==> src/rtl/spi_gen_pkg.sv <==
// Shared types for the SPI slave: FSM state encoding and the 2-bit frame command codes.
package spi_gen_pkg;

  localparam int CMD_W = 2;

  typedef enum logic [2:0] {
    IDLE,
    RECV,
    WAIT_TX,
    SEND,
    DONE
  } state_t;

  typedef enum logic [CMD_W-1:0] {
    CMD_WR_ADDR = 2'b00,
    CMD_WR_DATA = 2'b01,
    CMD_RD_ADDR = 2'b10,
    CMD_RD_DATA = 2'b11
  } cmd_t;

endpackage

==> src/rtl/spi_shift_reg.sv <==
// MSB-first shift register with parallel load; load takes priority over shift.
module spi_shift_reg #(
  parameter int W = 8
) (
  input  logic         clk,
  input  logic         rst_n,
  input  logic         load,
  input  logic [W-1:0] load_val,
  input  logic         shift_en,
  input  logic         shift_in,
  output logic [W-1:0] q,
  output logic         sout
);

  logic [W-1:0] r_q;

  always_ff @(posedge clk) begin
    if (!rst_n)        r_q <= '0;
    else if (load)     r_q <= load_val;
    else if (shift_en) r_q <= {r_q[W-2:0], shift_in};
  end

  assign q    = r_q;
  assign sout = r_q[W-1];

endmodule

==> src/rtl/spi_slave_gen.sv <==
// SPI slave with a 2-bit command prefix per frame; read-data frames serialise tx_data on MISO
// once a read-address frame has been seen and the memory side answers within TX_TIMEOUT cycles.
module spi_slave_gen
  import spi_gen_pkg::*;
#(
  parameter int DATA_W     = 8,
  parameter int TX_TIMEOUT = 16
) (
  input  logic                    clk,
  input  logic                    rst_n,
  input  logic                    SS_n,
  input  logic                    MOSI,
  output logic                    MISO,
  output logic [DATA_W+CMD_W-1:0] rx_data,
  output logic                    rx_valid,
  input  logic [DATA_W-1:0]       tx_data,
  input  logic                    tx_valid,
  output logic                    frame_err,
  output logic                    busy
);

  localparam int RX_W  = DATA_W + CMD_W;
  localparam int CNT_W = $clog2(RX_W + 1);
  localparam int TMO_W = $clog2(TX_TIMEOUT + 1);

  state_t             r_state, w_state_next;
  logic [CNT_W-1:0]   r_bit_cnt, w_bit_cnt_next;
  logic [TMO_W-1:0]   r_tmo_cnt, w_tmo_cnt_next;
  logic               r_addr_rcvd, w_addr_rcvd_next;
  logic [RX_W-1:0]    r_rx_data, w_rx_data_next;
  logic               r_rx_valid, w_rx_valid_next;
  logic               r_frame_err, w_frame_err_next;

  logic               w_rx_load, w_rx_shift_en, w_rx_sout;
  logic               w_tx_load, w_tx_shift_en, w_tx_sout;
  logic [RX_W-1:0]    w_rx_q, w_rx_frame;
  logic [DATA_W-1:0]  w_tx_q;
  cmd_t               w_cmd;
  logic               w_unused;

  spi_shift_reg #(.W(RX_W)) u_rx_shift (
    .clk      (clk),
    .rst_n    (rst_n),
    .load     (w_rx_load),
    .load_val ('0),
    .shift_en (w_rx_shift_en),
    .shift_in (MOSI),
    .q        (w_rx_q),
    .sout     (w_rx_sout)
  );

  spi_shift_reg #(.W(DATA_W)) u_tx_shift (
    .clk      (clk),
    .rst_n    (rst_n),
    .load     (w_tx_load),
    .load_val (tx_data),
    .shift_en (w_tx_shift_en),
    .shift_in (1'b0),
    .q        (w_tx_q),
    .sout     (w_tx_sout)
  );

  // The frame is complete on the edge that samples its last bit, so decode the shifted-in view.
  assign w_rx_frame = {w_rx_q[RX_W-2:0], MOSI};
  assign w_cmd      = cmd_t'(w_rx_frame[RX_W-1 -: CMD_W]);
  assign w_unused   = ^{w_rx_q[RX_W-1], w_rx_sout, w_tx_q};

  always_ff @(posedge clk) begin
    if (!rst_n) begin
      r_state     <= IDLE;
      r_bit_cnt   <= '0;
      r_tmo_cnt   <= '0;
      r_addr_rcvd <= 1'b0;
      r_rx_data   <= '0;
      r_rx_valid  <= 1'b0;
      r_frame_err <= 1'b0;
    end else begin
      r_state     <= w_state_next;
      r_bit_cnt   <= w_bit_cnt_next;
      r_tmo_cnt   <= w_tmo_cnt_next;
      r_addr_rcvd <= w_addr_rcvd_next;
      r_rx_data   <= w_rx_data_next;
      r_rx_valid  <= w_rx_valid_next;
      r_frame_err <= w_frame_err_next;
    end
  end

  always_comb begin
    w_state_next     = r_state;
    w_bit_cnt_next   = r_bit_cnt;
    w_tmo_cnt_next   = r_tmo_cnt;
    w_addr_rcvd_next = r_addr_rcvd;
    w_rx_data_next   = r_rx_data;
    w_rx_valid_next  = 1'b0;
    w_frame_err_next = 1'b0;
    w_rx_load        = 1'b0;
    w_rx_shift_en    = 1'b0;
    w_tx_load        = 1'b0;
    w_tx_shift_en    = 1'b0;
    if (SS_n) begin
      // Deselect always wins; it is only an error while bits are still owed in either direction.
      w_state_next = IDLE;
      if (r_state == RECV || r_state == WAIT_TX || r_state == SEND) w_frame_err_next = 1'b1;
    end else begin
      case (r_state)
        IDLE: begin
          w_state_next   = RECV;
          w_bit_cnt_next = CNT_W'(RX_W);
          w_rx_load      = 1'b1;
        end
        RECV: begin
          w_rx_shift_en  = 1'b1;
          w_bit_cnt_next = r_bit_cnt - 1'b1;
          if (r_bit_cnt == CNT_W'(1)) begin
            w_rx_data_next  = w_rx_frame;
            w_rx_valid_next = 1'b1;
            w_state_next    = DONE;
            case (w_cmd)
              CMD_RD_ADDR: w_addr_rcvd_next = 1'b1;
              CMD_RD_DATA: begin
                if (r_addr_rcvd) begin
                  w_state_next   = WAIT_TX;
                  w_tmo_cnt_next = '0;
                end else begin
                  w_frame_err_next = 1'b1;
                end
              end
              default: ;
            endcase
          end
        end
        WAIT_TX: begin
          if (tx_valid) begin
            w_tx_load      = 1'b1;
            w_bit_cnt_next = CNT_W'(DATA_W);
            w_state_next   = SEND;
          end else if (r_tmo_cnt == TMO_W'(TX_TIMEOUT - 1)) begin
            w_frame_err_next = 1'b1;
            w_addr_rcvd_next = 1'b0;
            w_state_next     = DONE;
          end else begin
            w_tmo_cnt_next = r_tmo_cnt + 1'b1;
          end
        end
        SEND: begin
          w_tx_shift_en  = 1'b1;
          w_bit_cnt_next = r_bit_cnt - 1'b1;
          if (r_bit_cnt == CNT_W'(1)) begin
            w_addr_rcvd_next = 1'b0;
            w_state_next     = DONE;
          end
        end
        default: ;
      endcase
    end
  end

  assign MISO      = (r_state == SEND) && w_tx_sout;
  assign rx_data   = r_rx_data;
  assign rx_valid  = r_rx_valid;
  assign frame_err = r_frame_err;
  assign busy      = (r_state != IDLE);

endmodule
==> config.mk <==
export PLATFORM = sky130hd
export DESIGN_NAME = spi_slave_gen
export DESIGN_NICKNAME = d
export VERILOG_FILES = /design/src/rtl/spi_gen_pkg.sv /design/src/rtl/spi_shift_reg.sv /design/src/rtl/spi_slave_gen.sv
export SDC_FILE = /design/constraint.sdc
export NUM_CORES = 1
export LEC_CHECK = 0
export CORE_MARGIN = 2
export CORE_UTILIZATION = 45
export DETAILED_ROUTE_END_ITERATION = 8
export PLACE_DENSITY = 0.74
export SKIP_CTS_REPAIR_TIMING = 1
export SLEW_MARGIN = 20
export SYNTH_ARGS = -nofsm -noshare
export SYNTH_HDL_FRONTEND = slang
export SYNTH_SLANG_ARGS = --single-unit
==> constraint.sdc <==
create_clock -name clk -period 5.9 [get_ports clk]
set_clock_uncertainty 0.1 [all_clocks]
set_input_delay 0.885 -clock clk [delete_from_list [all_inputs] [get_ports clk]]
set_output_delay 0.885 -clock clk [all_outputs]
set_load 0.02 [all_outputs]
# Yosys cells after proc, flatten, opt, wreduce, memory -nomap -nowiden
# Cells that the tools add are included.
[classes] n_addsub=2 eq_ne=17 mux=41 bitwise_logic=3 n_reduce_logical=19
[op_table] cell="5-bit two-way mux" n=5
[op_table] cell="1-bit two-way mux" n=22
[op_table] cell="3-bit two-way mux" n=6
[op_table] cell="8-bit two-way mux" n=2
[op_table] cell="7-bit AND reduction" n=2
[op_table] cell="3-bit one-hot mux with 4 select lines" n=1
[op_table] cell="4-bit one-hot mux with 3 select lines" n=1
[op_table] cell="2-bit by 1-bit != test with 1-bit output (second input constant)" n=5
[op_table] cell="5-bit one-hot mux with 2 select lines" n=1
[op_table] cell="3-bit nonzero test" n=3
[op_table] cell="2-bit != test (second input constant)" n=4
[op_table] cell="3-bit by 2-bit == test with 1-bit output (second input constant)" n=2
[op_table] cell="3-bit AND reduction" n=2
[op_table] cell="2-bit OR reduction" n=3
[op_table] cell="5-bit by 1-bit adder with 5-bit output (second input constant)" n=1
[op_table] cell="5-bit by 4-bit == test with 1-bit output (second input constant)" n=1
[op_table] cell="2-bit == test (second input constant)" n=2
[op_table] cell="4-bit by 1-bit == test with 1-bit output (second input constant)" n=1
[op_table] cell="4-bit two-way mux" n=1
[op_table] cell="4-bit AND reduction" n=1
[op_table] cell="2-bit nonzero test" n=2
[op_table] cell="4-bit nonzero test" n=1
[op_table] cell="4-bit by 1-bit subtractor with 4-bit output (second input constant)" n=1
[op_table] cell="3-bit by 1-bit == test with 1-bit output (second input constant)" n=1
[op_table] cell="other kinds (8)" n=11
[word_totals] register_bits=42 in_bits=13 output_inout_bits=14 wordCells=91

# Logic depth before layout (Yosys ltp)
# Gate-level depths: netlist of run 1.
[logic_depth] depth_word=5 depth_mapped=7 mapped_depth_nobuf=7

# By module
# Synthesis of run 1 repeated with hierarchy kept, for this count alone.
[unflattened] cells_unflattened=230 area_unflattened_um2=2308.5
[by_module_without_submodules] mod="spi_slave_gen" n_inst=1 cells_per_inst=149 area_per_inst_um2=1315.0 seq_area_each_um2=500.5
[by_module_without_submodules] mod="spi_shift_reg (u_rx_shift)" n_inst=1 cells_per_inst=45 area_per_inst_um2=545.5 seq_area_each_um2=200.2
[by_module_without_submodules] mod="spi_shift_reg (u_tx_shift)" n_inst=1 cells_per_inst=36 area_per_inst_um2=447.9 seq_area_each_um2=160.2

# Least setup slack after synthesis of run 1
# OpenSTA, ideal clock, no wires.
[synth_timing] path_kind="input to register" from="in tx_valid" to="reg r_tmo_cnt[2]" setup_ns=0.072 t_arrival_ns=2.065 required_time_ns=5.728 path_slack_ns=3.663 stages=4 path_buffers=0 path_cell_list="or3b_2 > o32a_4 > or3_1 > a21oi_1"
[synth_between] elab_chain_cells=2
[synth_rtl] element="start: declaration" line="spi_slave_gen.sv:17" text="input logic tx_valid,"
[synth_rtl] element="2-bit != test (no source line)"
[synth_rtl] element="7-bit AND reduction (no source line)"
[synth_rtl] element="end signal: assignment" line="spi_slave_gen.sv:80" text="r_tmo_cnt <= w_tmo_cnt_next;"
[synth_rtl] element="end: declaration" line="spi_slave_gen.sv:28" text="logic [TMO_W-1:0] r_tmo_cnt, w_tmo_cnt_next;"
# Every way passes these cells.
# A chain may end at the register's enable or synchronous reset.

# Worst setup path after layout of run 1
[layout_timing] from="in SS_n" to="reg r_tmo_cnt[4]"
[layout_between] elab_chain_cells=2
[layout_rtl] element="start: declaration" line="spi_slave_gen.sv:11" text="input logic SS_n,"
[layout_rtl] element="1-bit NOT (no source line)"
[layout_rtl] element="7-bit AND reduction (no source line)"
# Every way passes these cells.

==> results of run 1 <==
## per-layer routing
| metal | global-route usage, % | up-vias | share of wire [%] |
|---|---|---|---|
| met2 | 29.37 | 35 | 47 |
| met1 | 23.16 | 751 | 46 |
| li1 | - | 850 | - |
| met3 | 4.441 | 8 | 4.4 |
| met4 | 11.00 | 0 | 2.2 |
| met5 | 0 | - | 0 |
## cell type report
cell class / instances / area (sq um)
sequential: 42 / 840.8
multi-input combinational: 167 / 935.9
clock inverter: 3 / 23.77
tap: 50 / 62.56
clock buffer: 5 / 68.82
fill: 383 / 1742
inverter: 6 / 22.52
timing repair buffer: 28 / 275.3
## state kept, by name (all words and copies together) (netlist names)
signal,count
r_addr_rcvd,1
u_tx_shift.q,8
frame_err,1
r_state,3
u_rx_shift.q,9
r_bit_cnt,4
rx_data,10
r_tmo_cnt,5
rx_valid,1
## placed cells by master, fill, tap and decap left out, types with 3 or more instances in the layout
cell type,instances
nor2b_1,3
a21oi_1,43
nand3_1,14
or3_1,4
clkdlybuf4s50_1,26
nand2_1,44
inv_1,6
ha_1,5
a22oi_1,8
nor2_1,6
nor3b_1,3
o21ai_0,11
dfxtp_1,42
nor3_1,4
clkbuf_8,5
## power groups by stage
stage	Combinational [mW]	Clock [mW]	Sequential, mW
global route	0.0373	0.204	0.290
CTS	0.0338	0.195	0.289
global placement	0.0333	0	0.296
detailed placement	0.0336	0	0.296
finish	0.0336	0.190	0.289
floorplan	0.0193	0	0.295
## logic make-up after synthesis
kind of cell | Yosys count | share of synthesized area [%]
simple gates | 92 | 24.81
compound gates | 70 | 22.30
flops | 42 | 45.68
buf+inv | 18 | 3.807
fa+ha+maj | 5 | 3.399
## per-stage QoR
step                worst slack, ns  hold WS (ns)  utilization [%]  power [mW]  std cells
floorplan                     3.663        0.3323                -      0.3140        227
global placement              2.778        0.3469            53.81      0.3294        293
finish                        3.072        0.3562            56.14      0.5126        301
CTS                           3.068        0.3597            56.14      0.5179        301
detailed placement            2.749        0.3474            53.81      0.3297        293
global route                  2.868        0.3760            56.14      0.5315        301
## Yosys cell counts (4+ instances only)
library cell	count	area share, %
a21oi_1	43	12
a22oi_1	8	3.3
clkbuf_1	10	2.0
dfxtp_1	42	46
ha_1	5	3.4
inv_1	6	1.2
nand2_1	44	9.0
nand3_1	14	3.8
nor2_1	6	1.2
nor3_1	4	1.1
o21ai_0	11	3.0
or3_1	4	1.4
## final timing paths
check	end	slack (ns)
setup / recovery	r_tmo_cnt[4]$_SDFFE_PN0P_	3.07
hold / removal	u_tx_shift.q[2]$_SDFFE_PN0P_	0.36
setup reg to reg	r_tmo_cnt[4]$_SDFFE_PN0P_	3.43
hold reg to reg	u_tx_shift.q[2]$_SDFFE_PN0P_	0.36
## worst max-delay path: stages
cell and delay [ns]:
clkdlybuf4s50_1 0.48, nor4b_2 0.24, buf_4 0.26, nand2_1 0.29
o21ai_0 0.63, a311oi_1 0.08
==> flow_summary.json, run 1 <==
{
  "synthArstFlopShare_pct": 0,
  "final_area_sq_mm": 0.002230,
  "die_h_um": 67.96,
  "p_comb_share_pct": 6.6,
  "clk_pin_slew_ns": 0.08,
  "p_sw_share_pct": 24.85,
  "synth.distinct_cells": 33,
  "cts_buffers": 5,
  "grt_pass1_wl_mm": 6.534,
  "drive_above_1_share_pct": 6.375,
  "slew_headroom_pct": 39.31,
  "ioPinCount": 27,
  "cellLeakagePower_nw": 0.7277,
  "grt_pass1_vias": 1466,
  "vias_per_cell": 5.462,
  "drtAntennaViolNets": 0,
  "routed_wl_mm": 3.958,
  "hold_path.class": "reg2reg",
  "cts-root-buf": "clkbuf_8",
  "dieArea_sq_mm": 0.004618,
  "synth_edf_count": 0,
  "slew_violations": 0,
  "min_path_cells": 2,
  "r2r-start": "r_state[0]$_SDFFE_PP0P_",
  "clockPowerShare_pct": 37.0,
  "peakVddDrop_uv": 188.3,
  "ys_seq_elements": 42,
  "overflow": 0,
  "area_growth_pct": 21.14,
  "htree_levels": 2,
  "endpoint_kind": "flip-flop",
  "period_share_pct": 47.94,
  "intPower_mw": 0.3852,
  "synthesis.nets": 245,
  "drtPass1Iterations": 5,
  "rsz0062_at_grt": "no",
  "syn_area_per_cell_sq_um": 8.108,
  "core-area_sq_mm": 0.003971,
  "max_cap_violations": 0,
  "synth_area_sq_mm": 0.001841,
  "grt_max_degree": 25,
  "final_nets": 268,
  "ys_warn_count": 0,
  "critPathLaunchType": "input pin",
  "vias": 1644,
  "detail_route.drc_violations": 0,
  "antenna_found_initial": 0,
  "drt_iter0_markers": 105,
  "crit_start": "SS_n",
  "synth_flop_cell": "dfxtp_1",
  "place.gp.congestion": 0.7730,
  "hold_viol_final": 0,
  "clock_path_buffers": 2,
  "fmax_ghz": 0.3536,
  "worstRegToRegCells": 5,
  "antennaDiodeCount": 0,
  "p_sw_mw": 0.1274,
  "worstMarginPinSlew_ns": 0.9070,
  "clkSinkCount": 42,
  "clk_latency_ns": 0.30,
  "fin_setup_tns_ns": 0,
  "rows": 23,
  "finalCriticalPeriod_ns": 2.828,
  "dp_hpwl_mm": 2.719,
  "critPathRequiredTime_ns": 5.94,
  "initial_core_util_pct": 46.35,
  "path_class": "in2reg",
  "setup_violations": 0,
  "place_area_sq_mm": 0.002137,
  "p_seq_share_pct": 56.4,
  "cts_tree": "yes",
  "arrival_ns": 2.87,
  "syn_inst": 227,
  "outcome": "finished, final reports clean",
  "grt_use_total_pct": 18.67,
  "powerDensity_mw_per_mm2": 229.9,
  "wl_per_cell_um": 13.15,
  "die_w_um": 67.96,
  "min_from": "u_tx_shift.q[2]$_SDFFE_PN0P_",
  "yosysSeqAreaShare_pct": 45.68,
  "crit_path_max_fanout": 20,
  "portBuffers": 26
}
Power figures use the tool's default switching activity.
==> run 2: changes to the inputs <==
Clock period 5.9 ns to 2.9 ns, I/O delays scaled along.
==> run 2 against run 1 <==
  * Critical path type is now reg2out
  * Register-to-register slack got worse by 2.6 ns
  * Wire length decreased by 2.4%
  * Sequential share of layout area decreased by 0.54 points
  * Clock power increased by 140%
  * Combinational power increased by 110%
  * Total power increased by 120%
  * Non-clock buffer count increased by 2
  * Flip-flop and latch count unchanged
  * Final cell count increased by 0.66%
==> flow_summary.json, run 2 (synthesized netlist as in run 1, its figures left out) <==
{
  "outcome": "finished, final reports clean",
  "rows": 23,
  "drt_iter0_markers": 86,
  "peakVddDrop_uv": 262.3,
  "finalCriticalPeriod_ns": 2.336,
  "vias": 1645,
  "clk_latency_ns": 0.30,
  "layout_commonest_cell": "nand2_1",
  "drive_above_1_share_pct": 6.719,
  "top_usage_layer": "met2",
  "critPathLaunchType": "flip-flop",
  "hold_path.class": "reg2reg",
  "path_class": "reg2out",
  "hold_viol_final": 0,
  "grt_max_degree": 25,
  "final_core_util_pct": 56.96,
  "dp_hpwl_mm": 2.689,
  "largest_reg_flops": 10,
  "antennaDiodeCount": 0,
  "die_w_um": 67.96,
  "fmax_ghz": 0.4281,
  "overflow": 0,
  "htree_levels": 2,
  "rsz0062_at_grt": "no",
  "rrSetupSlack_ns": 0.82,
  "clk_pin_slew_ns": 0.08,
  "drtAntennaViolNets": 0,
  "place.gp.congestion": 0.8537,
  "initial_core_util_pct": 46.35,
  "wl_per_cell_um": 12.75,
  "routed_wl_mm": 3.863,
  "fill_cells": 370,
  "grt_pass1_vias": 1467,
  "area_growth_pct": 22.91,
  "dieArea_sq_mm": 0.004618,
  "clkSinkCount": 42,
  "grt_pass1_wl_mm": 6.382,
  "vias_per_cell": 5.429,
  "stdcell_count": 303,
  "max_cap_violations": 0,
  "endpoint_kind": "output pin",
  "powerDensity_mw_per_mm2": 492.6,
  "grtUsageMet1_pct": 22.46,
  "clock_path_buffers": 2,
  "setup_violations": 0,
  "slew_violations": 0,
  "final_nets": 270,
  "period_share_pct": 80.55,
  "portBuffers": 26,
  "core-area_sq_mm": 0.003971,
  "grt_use_total_pct": 18.23,
  "die_h_um": 67.96,
  "gr-usage-met2_pct": 29.37,
  "slew_headroom_pct": 49.60,
  "arrival_ns": 1.80,
  "post-place-cells": 295,
  "fin_setup_tns_ns": 0,
  "critPathRequiredTime_ns": 2.37,
  "drtPass1Iterations": 4,
  "worstMarginPinSlew_ns": 0.7551,
  "crit_path_max_fanout": 18,
  "cellLeakagePower_nw": 0.7473,
  "cts_buffers": 5,
  "antenna_found_initial": 0,
  "gr-usage-met3_pct": 5.428,
  "ioPinCount": 27,
  "cts_tree": "yes",
  "final_cell_mix": "44 x nand2_1, 43 x a21oi_1, 42 x dfxtp_1",
  "detail_route.drc_violations": 0,
  "cts-root-buf": "clkbuf_8"
}
[run 2: changes by cell type in the layout (fill, tap and decap cells not counted), sizes merged]
cell      previous run  this run
buf                  2         4
bufinv               0         1
clkbuf               5         6
clkinvlp             2         1
inv                  7         6
[run 2: area by class of cell]
type	count	area, sq um	area share (%)
sequential	42	840.8	37.17
tap	50	62.56	2.765
timing repair buffer	30	290.3	12.83
clock inverter	2	37.54	1.659
clock buffer	6	72.57	3.208
multi-input combinational	167	935.9	41.37
inverter	6	22.52	0.9956
[run 2: stage by stage]
step / hold WS, ns / power, mW / setup slack, ns / cell area (sq um)
6_report: 0.3592 / 1.114 / 0.5640 / 2262
5_1_grt: 0.3751 / 1.157 / 0.4717 / 2262
4_1_cts: 0.3596 / 1.128 / 0.5437 / 2262
3_5_place_dp: 0.3479 / 0.6722 / 0.5033 / 2152
3_3_place_gp: 0.3460 / 0.6727 / 0.5365 / 2152
2_1_floorplan: 0.3323 / 0.6387 / 0.9819 / 1841
[run 2: worst max-delay path: stages, from the launching register on]
cell and delay (ns):
dfxtp_1 0.63, and4b_1 0.27, clkdlybuf4s50_1 0.61
[run 2: final timing paths]
path | from | end | cells after the start
min | rx_data[6]$_SDFFE_PN0P_ | rx_data[6]$_SDFFE_PN0P_ | 2
max | r_state[0]$_SDFFE_PP0P_ | MISO | 2
min reg2reg | rx_data[6]$_SDFFE_PN0P_ | rx_data[6]$_SDFFE_PN0P_ | 2
max reg2reg | r_bit_cnt[0]$_SDFFE_PN0P_ | r_tmo_cnt[2]$_SDFFE_PN0P_ | 5
[run 2: report_power, final]
part / leakage, nW / internal (mW) / total (mW) / switching, mW
logic: 0.357 / 0.0316 / 0.0698 / 0.0382
clock network: 0.0514 / 0.257 / 0.456 / 0.199
registers: 0.339 / 0.581 / 0.589 / 0.00769
total: 0.747 / 0.870 / 1.11 / 0.245
[run 2: layer usage]
metal,vias to the layer above,part of all wire (%)
met4,0,1.9
met3,8,4.5
met1,752,48
met5,-,0
li1,853,-
met2,32,46
==> run 3: changes to the inputs <==
Clock period 2.9 ns to 2.4 ns, I/O delays scaled along.
==> run 3 against run 2 <==
  * Final area increased by 1.9%
  * Critical path depth unchanged
  * Final cell count increased by 1.3%
  * Die area unchanged
  * Setup slack got worse by 0.37 ns
  * Via count increased by 0.36%
  * Flip-flop and latch count unchanged
  * Combinational power increased by 37%
==> flow_summary.json, run 3 (synthesized netlist as in run 1, its figures left out) <==
{
  "crit_end": "MISO",
  "antennaDiodeCount": 0,
  "grt_max_degree": 20,
  "max_cap_violations": 0,
  "endpoint_kind": "output pin",
  "initial_core_util_pct": 46.35,
  "core-area_sq_mm": 0.003971,
  "clkSinkCount": 42,
  "drtAntennaViolNets": 0,
  "crit_start": "r_state[1]$_SDFFE_PP0P_",
  "path_cells": "and4b_1, clkdlybuf4s50_1",
  "cp.depth": 2,
  "peakVddDrop_uv": 353.7,
  "critical_path.top_delay_family": "buffers and inverters",
  "final_nets": 274,
  "path_buf_inv": 1,
  "place.gp.congestion": 0.8342,
  "rrSetupSlack_ns": 0.36,
  "drt_iter0_markers": 127,
  "vias_per_cell": 5.378,
  "htree_levels": 2,
  "critPathRequiredTime_ns": 1.94,
  "grt_pass1_vias": 1457,
  "clk_pin_slew_ns": 0.08,
  "final_cell_mix": "44 x nand2_1, 43 x a21oi_1, 42 x dfxtp_1",
  "holdWs_ns": 0.3572,
  "path_class": "reg2out",
  "outcome": "finished, final reports clean",
  "final_area_sq_mm": 0.002305,
  "detail_route.drc_violations": 0,
  "cellLeakagePower_nw": 0.7714,
  "area_growth_pct": 25.22,
  "slowest_delay_ns": 0.61,
  "drive_above_1_share_pct": 8.171,
  "dieArea_sq_mm": 0.004618,
  "fmax_ghz": 0.4538,
  "cts-root-buf": "clkbuf_8",
  "slew_violations": 0,
  "crit_path_top_delay_cell": "clkdlybuf4s50_1",
  "rsz0062_at_grt": "no",
  "wl_per_cell_um": 13.12,
  "multi_input_area_sq_um": 935.9,
  "die_h_um": 67.96,
  "rows": 23,
  "p_total_mw": 1.361,
  "critPathLaunchType": "flip-flop",
  "die_w_um": 67.96,
  "rr_endpoint": "r_tmo_cnt[3]$_SDFFE_PN0P_",
  "hold_viol_final": 0,
  "clk_latency_ns": 0.30,
  "arrival_ns": 1.74,
  "vias": 1651,
  "period_share_pct": 91.82,
  "crit_path_max_fanout": 14,
  "fin_setup_tns_ns": 0,
  "ioPinCount": 27,
  "grt_use_total_pct": 18.86,
  "place_area_sq_mm": 0.002195,
  "cts_tree": "yes",
  "hold_path.class": "reg2reg",
  "largest_reg_flops": 10,
  "fill_cells": 382,
  "finalCriticalPeriod_ns": 2.204,
  "r2r-start": "r_bit_cnt[0]$_SDFFE_PN0P_",
  "setup_violations": 0,
  "grt_pass1_wl_mm": 6.651,
  "seqCellArea_sq_um": 840.8,
  "slew_headroom_pct": 58.67,
  "drtPass1Iterations": 4,
  "clock_path_buffers": 2,
  "worstMarginPinSlew_ns": 0.6172,
  "worstRegToRegCells": 5,
  "routed_wl_mm": 4.027,
  "powerDensity_mw_per_mm2": 590.4,
  "layout_commonest_cell": "nand2_1",
  "min_from": "rx_data[6]$_SDFFE_PN0P_",
  "portBuffers": 26,
  "antenna_found_initial": 0,
  "dp_hpwl_mm": 2.804,
  "overflow": 0,
  "cts_buffers": 5
}
## run 3: worst min path at each step
stage	end	slack (ns)	cells after the start
3_5_place_dp	rx_data[6]$_SDFFE_PN0P_	0.35	2
4_1_cts	rx_data[6]$_SDFFE_PN0P_	0.36	2
3_3_place_gp	u_tx_shift.q[5]$_SDFFE_PN0P_	0.34	2
5_1_grt	rx_data[2]$_SDFFE_PN0P_	0.38	2
6_report	rx_data[6]$_SDFFE_PN0P_	0.36	2
2_1_floorplan	u_tx_shift.q[7]$_SDFFE_PN0P_	0.33	2
## run 3: per-stage QoR
stage | util (%) | worst slack [ns] | cells
2_1_floorplan | - | 0.4819 | 227
3_3_place_gp | 55.26 | 0.2318 | 299
5_1_grt | 58.03 | 0.1141 | 307
3_5_place_dp | 55.26 | 0.2141 | 299
6_report | 58.03 | 0.1963 | 307
4_1_cts | 58.03 | 0.1926 | 307
## run 3: cell type report
type                    count  share of cell area, %
repair buffers             34                  14.44
flip-flops and latches     42                  36.48
clock inverters             2                  1.629
clock buffers               6                  3.149
inverters                   6                 0.9772
well taps                  50                  2.714
multi-input cells         167                  40.61
## run 3: where the power goes
group          internal, mW  total, mW  switching (mW)
Clock                 0.310      0.555           0.245
Combinational        0.0449     0.0956          0.0508
Sequential            0.702      0.710         0.00762
Total                  1.06       1.36           0.303
## run 3: per-layer routing
layer	global-route usage, %	part of all wire (%)	up-vias
met2	30.22	46	27
li1	-	-	861
met5	0	0	-
met4	5.500	1.1	0
met1	24.90	49	758
met3	4.934	3.2	5
## run 3: worst register-to-register path, cell delays in order (launching register included)
cell and delay, ns:
dfxtp_1 0.39, ha_1 0.20, or3b_4 0.40, o32a_4 0.41, or3_1 0.34, a21oi_1 0.13
